### src/rtl/mult_control.sv
// mult_control -- sequencer for the 16x16 unsigned shift-add multiplier datapath.
//
// When idle, a start request latches both operands. The product register is loaded
// with {16'h0, multiplier}. For 16 iterations the block hands the product register
// and the latched multiplicand to the datapath. It enables the add from the product
// LSB and takes the datapath's next product back on every edge. It then pulses done
// for one cycle and returns to idle. The product stays visible on result until the
// next accepted start.
//
// Ports:
//   clk             in   1      rising-edge clock
//   reset           in   1      asynchronous, active-high; clears all state
//   start           in   1      multiply request (sampled only in IDLE)
//   multiplicand    in   WIDTH  operand A, added each iteration
//   multiplier      in   WIDTH  operand B, scanned LSB first
//   busy            out  1      high while the multiply iterates
//   done            out  1      one-cycle pulse, result valid
//   result          out  2*W    product register
//   dp_mult_res     out  WIDTH  latched multiplicand to the datapath
//   dp_product_in   out  2*W    current product register to the datapath
//   dp_write        out  1      datapath add-enable
//   dp_product_out  in   2*W    next product value from the datapath
module mult_control #(
    parameter int WIDTH = 16,
    parameter int ITERS = 16,
    parameter int CNT_W = 4
) (
    input  logic                 clk,
    input  logic                 reset,
    input  logic                 start,
    input  logic [WIDTH-1:0]     multiplicand,
    input  logic [WIDTH-1:0]     multiplier,
    output logic                 busy,
    output logic                 done,
    output logic [2*WIDTH-1:0]   result,
    output logic [WIDTH-1:0]     dp_mult_res,
    output logic [2*WIDTH-1:0]   dp_product_in,
    output logic                 dp_write,
    input  logic [2*WIDTH-1:0]   dp_product_out
);

    typedef enum logic [1:0] {
        S_IDLE = 2'd0,
        S_RUN  = 2'd1,
        S_DONE = 2'd2
    } state_t;

    localparam logic [CNT_W-1:0] LAST_ITER = CNT_W'(ITERS - 1);

    state_t               r_state;
    logic [2*WIDTH-1:0]   r_product;
    logic [WIDTH-1:0]     r_mcand;
    logic [CNT_W-1:0]     r_cnt;
    logic                 r_busy;
    logic                 r_done;
    logic                 w_write;

    always_ff @(posedge clk or posedge reset) begin
        if (reset) begin
            r_state   <= S_IDLE;
            r_product <= '0;
            r_mcand   <= '0;
            r_cnt     <= '0;
            r_busy    <= 1'b0;
            r_done    <= 1'b0;
        end else begin
            case (r_state)
                S_IDLE: begin
                    if (start) begin
                        r_mcand   <= multiplicand;
                        r_product <= {{WIDTH{1'b0}}, multiplier};
                        r_cnt     <= '0;
                        r_busy    <= 1'b1;
                        r_state   <= S_RUN;
                    end
                end
                S_RUN: begin
                    r_product <= dp_product_out;
                    // The counter wraps to zero on the final iteration edge, so it
                    // holds zero through DONE and IDLE.
                    r_cnt     <= r_cnt + CNT_W'(1);
                    if (r_cnt == LAST_ITER) begin
                        r_busy  <= 1'b0;
                        r_done  <= 1'b1;
                        r_state <= S_DONE;
                    end
                end
                S_DONE: begin
                    r_done  <= 1'b0;
                    r_state <= S_IDLE;
                end
                default: begin
                    r_busy  <= 1'b0;
                    r_done  <= 1'b0;
                    r_state <= S_IDLE;
                end
            endcase
        end
    end

    // The add-enable follows the current product LSB. During iteration i that LSB
    // is bit i of the original multiplier.
    assign w_write       = (r_state == S_RUN) && r_product[0];

    assign busy          = r_busy;
    assign done          = r_done;
    assign result        = r_product;
    assign dp_mult_res   = r_mcand;
    assign dp_product_in = r_product;
    assign dp_write      = w_write;

endmodule
### config.mk
export PLATFORM = sky130hd
export DESIGN_NAME = mult_control
export DESIGN_NICKNAME = d
export VERILOG_FILES = /design/src/rtl/mult_control.sv
export SDC_FILE = /design/constraint.sdc
export NUM_CORES = 1
export LEC_CHECK = 0
export ABC_AREA = 1
export BUFFER_PORTS_ARGS = -buffer_cell sky130_fd_sc_hd__buf_2
export CAP_MARGIN = 5
export CORE_UTILIZATION = 40
export DETAILED_ROUTE_END_ITERATION = 10
export HOLD_SLACK_MARGIN = 0.1
export PLACE_DENSITY_LB_ADDON = 0.3
export SLEW_MARGIN = 20
export SYNTH_ARGS = -nofsm -noshare
export SYNTH_HDL_FRONTEND = slang
export SYNTH_SLANG_ARGS = --single-unit
### constraint.sdc
create_clock -name clk -period 5.5 [get_ports clk]
set_input_delay 1.65 -clock clk [delete_from_list [all_inputs] [get_ports clk]]
set_output_delay 1.65 -clock clk [all_outputs]
set_load 0.05 [all_outputs]
# Word level (Yosys, flattened, before mapping)
# Index checks and enable logic that the tools add are counted.
# word_totals
regBits	56
latch_bits	0
ram_bits	0
mem_bits_ro	0
inputBits	67
output_inout_bits	83
wordCells	34
memories	0
# op_classes
n_addsub	1
n_mul	0
n_div	0
magnitude_cmp	0
n_eq_ne	5
n_shift	0
muxes	12
bitwise	2
n_reduce_logical	8
# op_table
op	count
$pmux 32 s2	1
$mux 32	1
$pmux 4 s2	1
$reduce_and 2->1	4
$add 4x1->4 const B	1
$eq 4x4->1 const B	1
$mux 2	2
$mux 4	1
$ne 2x2->1 const B	2
$pmux 2 s2	1
$mux 1	3
$pmux 1 s3	1
$reduce_and 3->1	1
$eq 2x1->1 const B	1
$eq 2x2->1 const B	1
$logic_not 2->1	1
$not 1->1	2
$pmux 1 s2	1
$reduce_bool 2->1	1
$logic_and 1x1->1	1

# Longest topological paths before layout
# logic_depth
depth_word	3
mapped_depth	8
ltp_nobuf	6

# Least setup slack after synthesis
# OpenSTA, ideal clock, no wires.
# synth_timing
kind	register -> output
start	register r_state[1]
end	output dp_write
arrival_time_ns	1.504
required_time_ns	3.850
slack_ns	2.346
stages_incl_launch_ff	6
n_path_buf	2
path_cell_list	dfrtp_1 > inv_2 > nand2_4 > buf_8 > buf_2 > nor2_1
# synth_between
elab_chain_cells	2
# synth_lines
item	line_no	rtl
start: declaration	50	state_t r_state;
start signal: assignment	60	r_state <= S_IDLE;
start signal: assignment	74	r_state <= S_RUN;
start signal: assignment	85	r_state <= S_DONE;
$eq 2x1->1	103	assign w_write = (r_state == S_RUN) && r_product[0];
$logic_and 1x1->1	103	
end: declaration	38	output logic dp_write,
# No other way between the ends.

# Worst setup path after layout
# Same ends and word-level chain as after synthesis.

==> impl_metrics.toml <==
[synthesis]
syn_area_um2 = 2760
synth_cell_types = 19
mappedNetlistNets = 398
synth_flop_cell = "dfrtp_1"
syn_inst = 330
synthArstFlopShare_pct = 100
yosysTopAreaCell = "dfrtp_1"
synthTopCellsByArea = "dfrtp_1, nand2_1, buf_4"
ys_seq_elements = 56
synth-edff-count = 0
ys_seq_area_share_pct = 50.7
yosysWarnings = 0
avgSynthCellArea_um2 = 8.37
synth.top_cell.area_share_pct = 50.7

[clock_network]
path_clk_slew_ns = 0.09
clkLatencyLatePin_ns = 0.30
root_buffer = "clkbuf_8"
cts-buffers-inserted = 5
holdBufCountCts = 0
cts.path.max_buffers = 2
cts_resized = 0
htreeDepth = 2
cts_tree = "yes"
cts.sinks = 56
postCtsSetupRepairBufs = 0

[floorplanning]
die-area_um2 = 7240
design.core.area_um2 = 6490
rows = 29
die-width_um = 85.1
fp.dieH_um = 85.1
start_util_pct = 42.5
ios = 150

[cells_and_area]
final_common_cell = "buf_2"
drive_gt1_share_pct = 39.7
layout_common_cells = "buf_2, nand2_1, dfrtp_1"
fin_nets = 505
areaGrowthSynthToFinish_pct = 21.0
design_area_um2 = 3340
num_antenna_cells = 0

[critical_path]
required_ns = 3.85
crit_path_end_kind = "output port"
crit_buf_inv = 2
critical_path_class = "flip-flop to output port"
start_kind = "flip-flop"
cpPeakStageDelay_ns = 0.43
crit_fanout = 56
crit_path_top_delay_cell = "dfrtp_1"
path_delay_family = "simple AND/OR/NAND/NOR gates"
cp.arrival_ns = 1.70
crit_chain = "inv_2, nand2_4, nor2_1, buf_2"

[place]
gp_congestion = 0.719
placed_area_um2 = 3230
io_buffers = 149
dp_hpwl_mm = 3.97
place_ws_ns = 2.35

[grt]
track_usage_pct = 16.7
antenna_found_initial = 0
grt_max_degree = 71
grt_pass1_vias = 2149
grt_first_pass_wirelength_mm = 9.72
gr-total-overflow = 0

[timing]
rsz0062_at_grt = "no"
setup_viol = 0
relSlewSlack_pct = 47.2
max_freq_mhz = 299
hold_viol = 0
fin_crit_sh_pct = 60.8
period_minus_slack_ns = 3.35
finalSetupTns_ns = 0
slew_viol_final = 0
skew_ns = 0.00636
postLayoutSetupSlackWorst_ns = 2.15
worst-slew-pin-transition_ns = 0.791

[route]
drcViolationCount = 0
vias = 2349
drt-pass1-iter-count = 6
wl_per_cell_um = 11.2
drt_first_iter_violations = 87
routed_wl_mm = 5.79
vias_per_cell = 4.56
ant_nets = 0

[flow_run]
drv_cap = 0

[hold_path]
worstHoldPathType = "flip-flop to flip-flop"

[status]
run_status = "completed"
## flip-flops by register name (all words and copies together) (netlist names)
register / count
busy: 1
dp_mult_res: 16
dp_product_in: 32
done: 1
r_cnt: 4
r_state: 2
## routing by layer
layer	up-vias	share of wire, %	GRT usage [%]
met2	94	48	29.8
met4	0	0.99	4.62
li1	1195	-	-
met3	4	6.3	3.60
met5	-	0	0
met1	1056	45	20.4
## path summary, 6_finish.rpt
path	slack [ns]	to	from	cells after the start
max	2.15	dp_write	r_state[1]	4
min	0.49	dp_mult_res[5]	dp_mult_res[5]	2
max reg2reg	3.58	dp_product_in[1]	r_state[0]	5
min reg2reg	0.49	dp_mult_res[5]	dp_mult_res[5]	2
max in group asynchronous	3.60	dp_mult_res[1]	reset	2
min in group asynchronous	1.44	dp_product_in[27]	reset	2
## tightest hold or removal path: cells and delay by family, from the launching register on
kind | cells | cell delay, ns
DFF | 1 | 0.35
and+or+nand+nor | 1 | 0.05
AOI/OAI and AO/OA | 1 | 0.05
## cell type report
| type | instances | area [um2] |
|---|---|---|
| fillers | 640 | 3150 |
| flip-flops and latches | 56 | 1400 |
| multi-input cells | 204 | 910 |
| repair buffers | 149 | 746 |
| well taps | 77 | 96.3 |
| inverters | 21 | 81.3 |
| clock buffers | 6 | 72.6 |
| clock inverters | 2 | 35.0 |
## synthesized netlist by cell type, types with 2 or more instances
library cell,n
buf_2,7
buf_4,37
buf_6,4
dfrtp_1,56
inv_1,19
inv_2,2
nand2_1,128
nand2_2,11
nand3_1,36
nor2_1,4
o21ai_0,10
o21ai_1,9
## cells by family (layout without fill, tap and decap cells)
family,Yosys count,count (layout),synth area share (%)
AOI/OAI and AO/OA,20,20,3.76
xor gates and xnor gates,1,1,0.317
adders and majority gates,1,1,0.453
buffers and inverters,70,178,16.3
DFF,56,56,50.7
and+or+nand+nor,182,182,28.4
## stage by stage
step / std cells / util (%) / hold slack (ns)
2_1_floorplan: 330 / - / 0.480
3_3_place_gp: 507 / 49.8 / 0.456
4_1_cts: 515 / 51.5 / 0.493
3_5_place_dp: 507 / 49.8 / 0.468
5_1_grt: 515 / 51.5 / 0.525
6_report: 515 / 51.5 / 0.487
Power is not shown: default switching activity piles up to over one toggle a cycle in this logic, so the estimate is an artifact.
